**config.mk**
```make
export PLATFORM = sky130hd
export DESIGN_NAME = core_seq_flat
export DESIGN_NICKNAME = d
export VERILOG_FILES = /design/src/rtl/core_seq_if.sv /design/src/rtl/core_seq.sv /design/src/flat_wrapper.sv
export SDC_FILE = /design/constraint.sdc
export NUM_CORES = 1
export LEC_CHECK = 0
export BUFFER_PORTS_ARGS = -buffer_cell sky130_fd_sc_hd__buf_4
export CORE_AREA = 5 5 120 122
export CTS_CLUSTER_DIAMETER = 50
export DETAILED_ROUTE_END_ITERATION = 7
export DIE_AREA = 0 0 125 127
export GPL_TIMING_DRIVEN = 0
export PLACE_DENSITY = 0.76
export SLEW_MARGIN = 40
export SYNTH_ARGS = -nofsm -noshare
export SYNTH_HDL_FRONTEND = slang
export SYNTH_SLANG_ARGS = --single-unit
```
**constraint.sdc**
```tcl
create_clock -name clk -period 3.26 [get_ports clk]
set_clock_uncertainty 0.2 [all_clocks]
set_input_delay 0.326 -clock clk [delete_from_list [all_inputs] [get_ports clk]]
set_output_delay 0.326 -clock clk [all_outputs]
set_load 0.01 [all_outputs]
```
**src/rtl/core_seq_if.sv**
```systemverilog
// Host/core-facing bundle of the tile sequencer: start and tile descriptor
// from the host, OFIFO status from the core, instruction bus and mode strobes
// back to the core.
interface core_seq_if #(
    parameter int ADDR_W = 11
);
    logic              start;
    logic [ADDR_W-1:0] w_base;
    logic [ADDR_W-1:0] x_base;
    logic [ADDR_W-1:0] p_base;
    logic [ADDR_W-1:0] x_len;
    logic              ofifo_valid;
    logic [33:0]       inst;
    logic              xw_mode;
    logic              pmem_mode;
    logic              sfp_reset;
    logic              busy;
    logic              done;

    // Host / core side: issues tiles, consumes the instruction stream.
    modport master (
        output start, w_base, x_base, p_base, x_len, ofifo_valid,
        input  inst, xw_mode, pmem_mode, sfp_reset, busy, done
    );

    // Sequencer side.
    modport slave (
        input  start, w_base, x_base, p_base, x_len, ofifo_valid,
        output inst, xw_mode, pmem_mode, sfp_reset, busy, done
    );
endinterface

```
**src/rtl/core_seq.sv**
```systemverilog
// Weight-stationary tile sequencer: loads `row` weight vectors into L0 and the
// PE array, flushes, streams x_len activations through L0 with execute, then
// drains x_len OFIFO rows into psum SRAM. One tile per start pulse.
// Instruction layout is fixed at 34 bits with 11-bit SRAM addresses.
module core_seq #(
    parameter int row    = 8,
    parameter int col    = 8,
    parameter int ADDR_W = 11,
    parameter int FLUSH  = 16
) (
    input logic     clk,
    input logic     reset,
    core_seq_if.slave bus
);
    localparam int CW = ADDR_W + 1;
    localparam logic [CW-1:0] ROW_LAST = CW'(row - 1);
    localparam logic [CW-1:0] COL_LAST = CW'(col - 1);
    localparam logic [CW-1:0] FL_LAST  = CW'(FLUSH - 1);

    // Strobe field [6:0]: ofifo_rd, ififo_wr, ififo_rd, l0_rd, l0_wr, execute, load
    localparam logic [6:0] S_NONE     = 7'b000_0000;
    localparam logic [6:0] S_OFIFO_RD = 7'b100_0000;
    localparam logic [6:0] S_L0_RD    = 7'b000_1000;
    localparam logic [6:0] S_L0_WR    = 7'b000_0100;
    localparam logic [6:0] S_EXECUTE  = 7'b000_0010;
    localparam logic [6:0] S_LOAD     = 7'b000_0001;

    typedef enum logic [2:0] {
        IDLE, W_RD, W_LD, W_FL, X_RD, EXEC, DRAIN, DONE
    } state_t;

    state_t            state;
    logic [CW-1:0]     cnt;
    logic [CW-1:0]     rd_cnt;
    logic [CW-1:0]     wr_cnt;
    logic [ADDR_W-1:0] w_base_q;
    logic [ADDR_W-1:0] x_base_q;
    logic [ADDR_W-1:0] p_base_q;
    logic [ADDR_W-1:0] len_q;
    logic [CW-1:0]     len_full;
    logic [CW-1:0]     len_last;
    logic              rd_issue;

    logic [33:0]       inst_q;
    logic              xw_mode_q;
    logic              pmem_mode_q;
    logic              sfp_reset_q;
    logic              busy_q;
    logic              done_q;

    // Both memories disabled, only the given strobes active.
    function automatic logic [33:0] idle_inst(input logic [6:0] strb);
        return {1'b0, 1'b1, 1'b1, {ADDR_W{1'b0}}, 1'b1, 1'b1, {ADDR_W{1'b0}}, strb};
    endfunction

    // Activation/weight SRAM read at address a.
    function automatic logic [33:0] xrd_inst(input logic [ADDR_W-1:0] a, input logic [6:0] strb);
        return {1'b0, 1'b1, 1'b1, {ADDR_W{1'b0}}, 1'b0, 1'b1, a, strb};
    endfunction

    // Psum SRAM write at address a.
    function automatic logic [33:0] pwr_inst(input logic [ADDR_W-1:0] a, input logic [6:0] strb);
        return {1'b0, 1'b0, 1'b0, a, 1'b1, 1'b1, {ADDR_W{1'b0}}, strb};
    endfunction

    // Tile length helpers and OFIFO read issue decision.
    always_comb begin
        len_full = {1'b0, len_q};
        len_last = len_full - CW'(1);
        rd_issue = bus.ofifo_valid && (rd_cnt != len_full);
    end

    // Sequencer FSM; every output is registered and describes the cycle being entered.
    always_ff @(posedge clk) begin
        if (reset) begin
            state       <= IDLE;
            cnt         <= '0;
            rd_cnt      <= '0;
            wr_cnt      <= '0;
            w_base_q    <= '0;
            x_base_q    <= '0;
            p_base_q    <= '0;
            len_q       <= '0;
            inst_q      <= idle_inst(S_NONE);
            xw_mode_q   <= 1'b0;
            pmem_mode_q <= 1'b0;
            sfp_reset_q <= 1'b0;
            busy_q      <= 1'b0;
            done_q      <= 1'b0;
        end else begin
            sfp_reset_q <= 1'b0;
            done_q      <= 1'b0;
            pmem_mode_q <= 1'b0;
            case (state)
                IDLE: begin
                    inst_q <= idle_inst(S_NONE);
                    if (bus.start) begin
                        w_base_q    <= bus.w_base;
                        x_base_q    <= bus.x_base;
                        p_base_q    <= bus.p_base;
                        len_q       <= (bus.x_len == '0) ? ADDR_W'(1) : bus.x_len;
                        cnt         <= '0;
                        state       <= W_RD;
                        inst_q      <= xrd_inst(bus.w_base, S_NONE);
                        sfp_reset_q <= 1'b1;
                        xw_mode_q   <= 1'b1;
                        busy_q      <= 1'b1;
                    end
                end
                // l0_wr trails each read by one cycle, so the final write lands in W_LD.
                W_RD: begin
                    if (cnt == ROW_LAST) begin
                        cnt    <= '0;
                        state  <= W_LD;
                        inst_q <= idle_inst(S_L0_RD | S_LOAD | S_L0_WR);
                    end else begin
                        cnt    <= cnt + CW'(1);
                        inst_q <= xrd_inst(w_base_q + ADDR_W'(cnt + CW'(1)), S_L0_WR);
                    end
                end
                W_LD: begin
                    if (cnt == COL_LAST) begin
                        cnt    <= '0;
                        state  <= W_FL;
                        inst_q <= idle_inst(S_NONE);
                    end else begin
                        cnt    <= cnt + CW'(1);
                        inst_q <= idle_inst(S_L0_RD | S_LOAD);
                    end
                end
                W_FL: begin
                    if (cnt == FL_LAST) begin
                        cnt       <= '0;
                        state     <= X_RD;
                        xw_mode_q <= 1'b0;
                        inst_q    <= xrd_inst(x_base_q, S_NONE);
                    end else begin
                        cnt    <= cnt + CW'(1);
                        inst_q <= idle_inst(S_NONE);
                    end
                end
                X_RD: begin
                    if (cnt == len_last) begin
                        cnt    <= '0;
                        state  <= EXEC;
                        inst_q <= idle_inst(S_L0_RD | S_EXECUTE | S_L0_WR);
                    end else begin
                        cnt    <= cnt + CW'(1);
                        inst_q <= xrd_inst(x_base_q + ADDR_W'(cnt + CW'(1)), S_L0_WR);
                    end
                end
                EXEC: begin
                    if (cnt == len_last) begin
                        cnt    <= '0;
                        rd_cnt <= '0;
                        wr_cnt <= '0;
                        state  <= DRAIN;
                        inst_q <= idle_inst(S_NONE);
                    end else begin
                        cnt    <= cnt + CW'(1);
                        inst_q <= idle_inst(S_L0_RD | S_EXECUTE);
                    end
                end
                // An OFIFO read cycle is always followed by the matching pmem write cycle.
                DRAIN: begin
                    if (!inst_q[32] && wr_cnt == len_full) begin
                        state  <= DONE;
                        done_q <= 1'b1;
                        busy_q <= 1'b0;
                        inst_q <= idle_inst(S_NONE);
                    end else begin
                        if (rd_issue) begin
                            rd_cnt <= rd_cnt + CW'(1);
                        end
                        if (inst_q[6]) begin
                            wr_cnt <= wr_cnt + CW'(1);
                            inst_q <= pwr_inst(p_base_q + ADDR_W'(wr_cnt),
                                               rd_issue ? S_OFIFO_RD : S_NONE);
                        end else begin
                            inst_q <= idle_inst(rd_issue ? S_OFIFO_RD : S_NONE);
                        end
                    end
                end
                DONE: begin
                    state  <= IDLE;
                    inst_q <= idle_inst(S_NONE);
                end
                default: begin
                    state  <= IDLE;
                    inst_q <= idle_inst(S_NONE);
                end
            endcase
        end
    end

    assign bus.inst      = inst_q;
    assign bus.xw_mode   = xw_mode_q;
    assign bus.pmem_mode = pmem_mode_q;
    assign bus.sfp_reset = sfp_reset_q;
    assign bus.busy      = busy_q;
    assign bus.done      = done_q;
endmodule

```
**src/flat_wrapper.sv**
```systemverilog
// flat-port wrapper written by rule: the top's interface ports become plain ports
module core_seq_flat 
#(
    parameter int row    = 8,
    parameter int col    = 8,
    parameter int ADDR_W = 11,
    parameter int FLUSH  = 16
)
  (clk, reset, bus_start, bus_w_base, bus_x_base, bus_p_base, bus_x_len, bus_ofifo_valid, bus_inst, bus_xw_mode, bus_pmem_mode, bus_sfp_reset, bus_busy, bus_done);
  core_seq_if #(.ADDR_W(ADDR_W)) bus_i ();
  input logic clk;
  input logic reset;
  input wire logic [$bits(bus_i.start)-1:0] bus_start;
  input wire logic [$bits(bus_i.w_base)-1:0] bus_w_base;
  input wire logic [$bits(bus_i.x_base)-1:0] bus_x_base;
  input wire logic [$bits(bus_i.p_base)-1:0] bus_p_base;
  input wire logic [$bits(bus_i.x_len)-1:0] bus_x_len;
  input wire logic [$bits(bus_i.ofifo_valid)-1:0] bus_ofifo_valid;
  output wire logic [$bits(bus_i.inst)-1:0] bus_inst;
  output wire logic [$bits(bus_i.xw_mode)-1:0] bus_xw_mode;
  output wire logic [$bits(bus_i.pmem_mode)-1:0] bus_pmem_mode;
  output wire logic [$bits(bus_i.sfp_reset)-1:0] bus_sfp_reset;
  output wire logic [$bits(bus_i.busy)-1:0] bus_busy;
  output wire logic [$bits(bus_i.done)-1:0] bus_done;
  assign bus_i.start = bus_start;
  assign bus_i.w_base = bus_w_base;
  assign bus_i.x_base = bus_x_base;
  assign bus_i.p_base = bus_p_base;
  assign bus_i.x_len = bus_x_len;
  assign bus_i.ofifo_valid = bus_ofifo_valid;
  assign bus_inst = bus_i.inst;
  assign bus_xw_mode = bus_i.xw_mode;
  assign bus_pmem_mode = bus_i.pmem_mode;
  assign bus_sfp_reset = bus_i.sfp_reset;
  assign bus_busy = bus_i.busy;
  assign bus_done = bus_i.done;
  core_seq #(.row(row), .col(col), .ADDR_W(ADDR_W), .FLUSH(FLUSH)) u_core (.clk(clk), .reset(reset), .bus(bus_i));
endmodule
```
==> impl_metrics.env, run 1 <==
export IMPL_hold_path_class="input port to flip-flop"
export IMPL_ys_ff_latch=116
export IMPL_ir_drop_v=0.000567
export IMPL_cts_sinks=116
export IMPL_synth_edff_count=0
export IMPL_critical_path_class="flip-flop to flip-flop"
export IMPL_area_growth_pct=33.0
export IMPL_synth_common_cells="134 x nand2_1, 116 x dfxtp_1, 95 x a21oi_1, 67 x nor2_1, 42 x xnor2_1"
export IMPL_ys_seq_area_frac=0.340
export IMPL_status="finished with violations"
export IMPL_crit_fanout=7
export IMPL_final_cells=1199
export IMPL_ys_warn_count=0
export IMPL_synth_area_leaders="dfxtp_1 34%, nand2_1 7.4%, ha_1 7.3%"
export IMPL_dieHeight_um=127
export IMPL_worstMarginPinSlew_ns=0.767
export IMPL_ys_flop_type="dfxtp_1"
export IMPL_fin_crit_ns=3.34
export IMPL_ioPinCount=87
export IMPL_nNetsFinal=1101
export IMPL_wl_per_cell_um=17.5
export IMPL_p_per_area_mw_per_mm2=621
export IMPL_syn_instance_count=855
export IMPL_synth_avg_cell_area_um2=7.99
export IMPL_seq_area_mm2=0.00234
export IMPL_fin_area_mm2=0.00909
export IMPL_grt_pass1_wl_um=33200
export IMPL_synth_most_common_cell="nand2_1"
export IMPL_drc=0
export IMPL_core_rowCount=42
export IMPL_clock_latency_ns=0.43
export IMPL_multi_input_area_mm2=0.00439
export IMPL_relSlewSlack=0.489
export IMPL_vias=6917
export IMPL_final_layout_size_suffix_gt1_frac=0.191
export IMPL_cp_data_arrival_time_ns=3.49
export IMPL_fp_dieW_um=125
export IMPL_drt_wl_total_um=21000
export IMPL_finalMaxSlewViolations=0
export IMPL_violations="setup timing"
export IMPL_r2r_start="u_core.len_q[0]"
export IMPL_grt_use_total=0.258
export IMPL_r2r_end="u_core.wr_cnt[11]"
export IMPL_endpoint_kind="flip-flop"
export IMPL_coreArea_mm2=0.0131
export IMPL_finalPower_mw=5.64
export IMPL_overflow=0
export IMPL_async_flop_share=0
export IMPL_placement_cell_area_mm2=0.00767
export IMPL_start_kind="flip-flop"
export IMPL_netlist_area_mm2=0.00683
export IMPL_antenna_found_initial=0
export IMPL_max_freq_ghz=0.300
export IMPL_finalSetupViolCount=1
export IMPL_hold_viol=0
export IMPL_cts_buffers=17
export IMPL_fin_ws_ns=-0.0771
export IMPL_die_area_mm2=0.0159
export IMPL_dp_cells=1114
export IMPL_drt_iter0_markers=736
export IMPL_diodes=0
export IMPL_cts_root_buf="clkbuf_16"
export IMPL_hold_path_cell_count=4
export IMPL_rsz0062_at_grt="true"
export IMPL_grt_pass1_vias=6649
export IMPL_synth_top_cell_by_area="dfxtp_1"
export IMPL_crit_required_ns=3.41
export IMPL_cts_htree_levels=4
export IMPL_start_util=0.522
export IMPL_gp_congestion=0.965
export IMPL_drtAntennaViolNets=0
export IMPL_hpwl_um=14200
export IMPL_worst_r2r_setup_slack_ns=-0.08
export IMPL_cts_clk_slew_worst_paths_ns=0.05
export IMPL_nFillCells=992
export IMPL_synth_top_cell_area_share=0.340
export IMPL_cts_path_max_buffers=2
export IMPL_hp_start="reset"
export IMPL_routed_via_density=5.77
export IMPL_leakage_nw=3.84
export IMPL_grt_max_degree=17
export IMPL_drv_cap=0
export IMPL_r2r_cells=11
export IMPL_hold_end="u_core.bus.inst[22]"
export IMPL_io_buffers=80
export IMPL_first_pass_iters=6
export IMPL_cts_tree="yes"
export IMPL_min_period_over_period=1.02
export IMPL_synthDistinctLibCells=63
cell families (layout without fill, tap and decap cells):
group,Yosys count,in the layout,share of synthesized area
fa+ha+maj,43,43,0.0820
buf+inv,84,249,0.0524
compound gates,202,202,0.188
mux,7,7,0.0103
flops,116,116,0.340
simple gates,319,319,0.222
xor+xnor,82,82,0.105
other cells,2,5,0.00110
power breakdown:
group          internal [mW]  leakage (nW)  switching (mW)
logic                  0.770          2.59            1.18
registers               1.60         0.949           0.105
clock network           1.33         0.310           0.659
total                   3.70          3.84            1.95
layout by cell type, fill, tap and decap left out, types with 7 or more instances in the layout:
master,netlist,final
or3_1,11,9
nand2b_1,8,8
a21oi_1,95,92
xnor2_1,42,40
nand3_1,16,15
nand2_1,134,134
dfxtp_1,116,108
ha_1,40,37
o21ai_0,28,25
dlygate4sd3_1,0,45
clkbuf_1,37,33
xor2_1,40,39
nand4_1,9,9
inv_1,28,27
a211oi_1,12,10
a21o_1,8,7
nor2b_1,8,7
nor4_1,9,8
nor2_1,67,66
clkbuf_16,0,17
nor3_1,22,21
buf_4,7,99
a221oi_1,10,8
cell type report:
class                   count  share of cell area
inverters                  28              0.0118
plain buffers              50              0.0268
repair buffers            139               0.128
clock inverters            10              0.0168
flip-flops and latches    116               0.257
well taps                 176              0.0242
clock buffers              22              0.0522
multi-input cells         658               0.483
sequential cells by signal (all words and copies together), names as in the netlist:
name,count
u_core.bus.inst,29
u_core.cnt,12
u_core.rd_cnt,12
u_core.wr_cnt,12
u_core.len_q,11
u_core.p_base_q,11
u_core.w_base_q,11
u_core.x_base_q,11
u_core.state,3
u_core.bus.busy,1
u_core.bus.done,1
u_core.bus.sfp_reset,1
u_core.bus.xw_mode,1
critical path: stages, from the launching register on:
cell,delay (ns)
dfxtp_2,0.32
buf_6,0.14
inv_4,0.04
ha_4,0.17
o21ba_4,0.20
a221oi_2,0.30
a31oi_2,0.08
a2111oi_4,0.43
o221ai_4,0.22
a2111o_1,0.53
or4_1,0.50
a21oi_1,0.14
stage by stage:
stage                     setup WS (ns)   util  setup TNS, ns  hold WS (ns)
after floorplan                   0.146      -              0         0.240
after global placement           -0.576  0.586          -9.25         0.249
after detailed placement         -0.556  0.586         -11.54         0.254
after CTS                      -0.00551  0.675       -0.00551         0.152
after global routing             -0.159  0.695          -1.02         0.184
final                           -0.0771  0.695        -0.0771         0.176
metal layers:
layer	vias up	GRT usage	routed length, um
met4	0	0.120	601
met3	60	0.0605	1530
li1	3287	-	-
met5	-	0	0
met1	3261	0.310	8560
met2	309	0.439	10300
repair_timing:
action | in CTS | in global routing
pin swaps | 2 | 20
endpoints found under the setup margin | 49 | 35
endpoints found under the hold margin | 45 | 0
gates resized for setup | 27 | 40
setup buffers | 1 | 13
hold buffers | 45 | 0
how the worst max path moves through the flow:
stage                               start             endpoint  slack, ns  cells past startpoint
after floorplan           u_core.len_q[1]    u_core.wr_cnt[11]       0.15                     11
after global placement      u_core.cnt[0]  u_core.bus.inst[17]      -0.58                     12
after detailed placement    u_core.cnt[0]  u_core.bus.inst[17]      -0.56                     12
after CTS                 u_core.len_q[0]    u_core.wr_cnt[11]     -0.006                     11
after global routing      u_core.len_q[0]    u_core.wr_cnt[11]      -0.16                     11
final                     u_core.len_q[0]    u_core.wr_cnt[11]      -0.08                     11
No activity file was read; power rests on OpenSTA's default activity.
==> run 2: changes to the inputs <==
--- a/config.mk
+++ b/config.mk
@@ -6,12 +6,12 @@
 export NUM_CORES = 1
 export LEC_CHECK = 0
 export BUFFER_PORTS_ARGS = -buffer_cell sky130_fd_sc_hd__buf_4
-export CORE_AREA = 5 5 120 122
+export CORE_AREA = 5 5 111 113
 export CTS_CLUSTER_DIAMETER = 50
 export DETAILED_ROUTE_END_ITERATION = 7
-export DIE_AREA = 0 0 125 127
+export DIE_AREA = 0 0 116 118
 export GPL_TIMING_DRIVEN = 0
-export PLACE_DENSITY = 0.76
+export PLACE_DENSITY = 0.84
 export SLEW_MARGIN = 40
 export SYNTH_ARGS = -nofsm -noshare
 export SYNTH_HDL_FRONTEND = slang
==> constraint.sdc (replaced) <==
create_clock -name clk -period 3.9 [get_ports clk]
set_clock_uncertainty 0.2 [all_clocks]
set_input_delay 0.39 -clock clk [delete_from_list [all_inputs] [get_ports clk]]
set_output_delay 0.39 -clock clk [all_outputs]
set_load 0.01 [all_outputs]
==> run 2 against run 1 <==
The flow now finishes without violations. Setup slack gained 0.30 ns. Core utilization is 3.6 points higher. Critical path depth rose by 2. Count of clock-buffer cells in the layout grew 4. Sequential share of layout area up 2.6 points. Cell count shrank 7.3%. Sequential power shrank 17%. First-iteration DRC count is 23% lower. Combinational power fell by 24%. Via count down 5.7%. Design area decreased by 9.8%. Critical path type unchanged. Largest cell class unchanged. Highest routed layer unchanged.
==> impl_metrics.env, run 2 (synthesis gave the netlist of run 1 again) <==
export IMPL_ir_drop_v=0.000485
export IMPL_cts_htree_levels=4
export IMPL_final_layout_size_suffix_gt1_frac=0.146
export IMPL_cp_data_arrival_time_ns=3.78
export IMPL_cts_clk_slew_worst_paths_ns=0.05
export IMPL_grt_use_total=0.280
export IMPL_leakage_nw=3.51
export IMPL_critical_path_class="flip-flop to flip-flop"
export IMPL_dieHeight_um=118
export IMPL_cts_buffers=17
export IMPL_core_rowCount=39
export IMPL_p_per_area_mw_per_mm2=530
export IMPL_drt_iter0_markers=564
export IMPL_finalPower_mw=4.34
export IMPL_max_freq_ghz=0.272
export IMPL_fin_area_mm2=0.00819
export IMPL_start_kind="flip-flop"
export IMPL_final_common_cell="nand2_1"
export IMPL_rsz0062_at_grt="true"
export IMPL_start_util=0.609
export IMPL_fin_crit_ns=3.67
export IMPL_clock_latency_ns=0.43
export IMPL_drv_cap=0
export IMPL_crit_required_ns=4.00
export IMPL_cts_path_max_buffers=2
export IMPL_cp_cell_sequence="clkbuf_1 -> inv_1 -> ha_1 -> o21ba_2 -> a221oi_1 -> a31oi_1 -> a2111oi_4 -> o221ai_2 -> buf_2 -> buf_1 -> a211oi_1 -> xnor2_1 -> nor2_1"
export IMPL_overflow=0
export IMPL_cts_sinks=116
export IMPL_first_pass_iters=6
export IMPL_endpoint_kind="flip-flop"
export IMPL_drtAntennaViolNets=0
export IMPL_routed_via_density=5.87
export IMPL_gp_congestion=0.968
export IMPL_wl_per_cell_um=17.0
export IMPL_fin_ws_ns=0.227
export IMPL_final_cell_mix="134 x nand2_1, 116 x dfxtp_1, 95 x a21oi_1, 87 x buf_4, 67 x nor2_1"
export IMPL_placement_cell_area_mm2=0.00762
export IMPL_vias=6525
export IMPL_hpwl_um=14000
export IMPL_largest_reg_flops=29
export IMPL_status="finished clean"
export IMPL_drt_wl_total_um=18900
export IMPL_worst_hold_slack_ns=0.00495
export IMPL_fp_dieW_um=116
export IMPL_grt_max_degree=17
export IMPL_die_area_mm2=0.0137
export IMPL_ioPinCount=87
export IMPL_diodes=0
export IMPL_cp_num_buf_inv=4
export IMPL_hold_path_class="input port to flip-flop"
export IMPL_hold_viol=0
export IMPL_relSlewSlack=0.452
export IMPL_holdBufCountCts=0
export IMPL_coreArea_mm2=0.0112
export IMPL_drc=0
export IMPL_crit_fanout=10
export IMPL_grt_pass1_wl_um=30000
export IMPL_nNetsFinal=1048
export IMPL_post_route_util=0.730
export IMPL_io_buffers=80
export IMPL_cts_tree="yes"
export IMPL_nFillCells=890
export IMPL_area_growth_pct=19.9
export IMPL_finalMaxSlewViolations=0
export IMPL_critical_path_top_delay_family="compound AO/OA/AOI/OAI gates"
export IMPL_cpPeakStageDelay_ns=0.39
export IMPL_antenna_found_initial=0
export IMPL_cts_root_buf="clkbuf_16"
export IMPL_worstMarginPinSlew_ns=0.820
export IMPL_min_period_over_period=0.942
export IMPL_dpl_worst_slack_ns=0.0891
export IMPL_grt_pass1_vias=6195
export IMPL_finalSetupViolCount=0
export IMPL_crit_path_top_delay_cell="clkbuf_1"
run 2: worst paths after layout:
path	startpoint	to	slack (ns)	depth (start not counted)
setup / recovery	u_core.len_q[1]	u_core.rd_cnt[2]	0.23	13
hold / removal	bus_x_base[7]	u_core.x_base_q[7]	0.005	3
setup reg to reg	u_core.len_q[1]	u_core.rd_cnt[2]	0.23	13
hold reg to reg	u_core.p_base_q[3]	u_core.p_base_q[3]	0.26	2
run 2: per-layer routing:
metal / track usage / vias to the layer above / wire, um
met2: 0.458 / 281 / 9040
met4: 0.140 / 0 / 729
li1: - / 3182 / -
met3: 0.0828 / 67 / 1670
met1: 0.328 / 2995 / 7430
met5: 0 / - / 0
run 2: report_power, final:
part / internal [mW] / switching [mW]
Clock: 0.915 / 0.526
Sequential: 1.33 / 0.0804
Combinational: 0.564 / 0.925
Total: 2.81 / 1.53
run 2: cell type report:
| type | instances | area, um2 | area share |
|---|---|---|---|
| Sequential cell | 116 | 2320 | 0.283 |
| Tap cell | 143 | 179 | 0.0218 |
| Clock buffer | 26 | 529 | 0.0646 |
| Buffer | 56 | 253 | 0.0308 |
| Multi-Input combinational cell | 658 | 4190 | 0.511 |
| Timing Repair Buffer | 80 | 601 | 0.0733 |
| Inverter | 28 | 105 | 0.0128 |
| Clock inverter | 4 | 20.0 | 0.00244 |
run 2: timing repair:
action	in CTS	in global routing
setup endpoints to repair	0	14
buffers inserted	0	0
resized for setup	0	4
run 2: stage by stage:
| step | setup TNS, ns | std cells |
|---|---|---|
| 2_1_floorplan | 0 | 858 |
| 3_5_place_dp | 0 | 1081 |
| 6_report | 0 | 1111 |
| 5_1_grt | -0.00112 | 1111 |
| 4_1_cts | 0 | 1111 |
| 3_3_place_gp | 0 | 1081 |
run 2: tightest hold or removal path: cells and delay by family:
family / cells / cell delay [ns]
AOI/OAI and AO/OA: 1 / 0.05
buffers and inverters: 1 / 0.10
and+or+nand+nor: 1 / 0.04
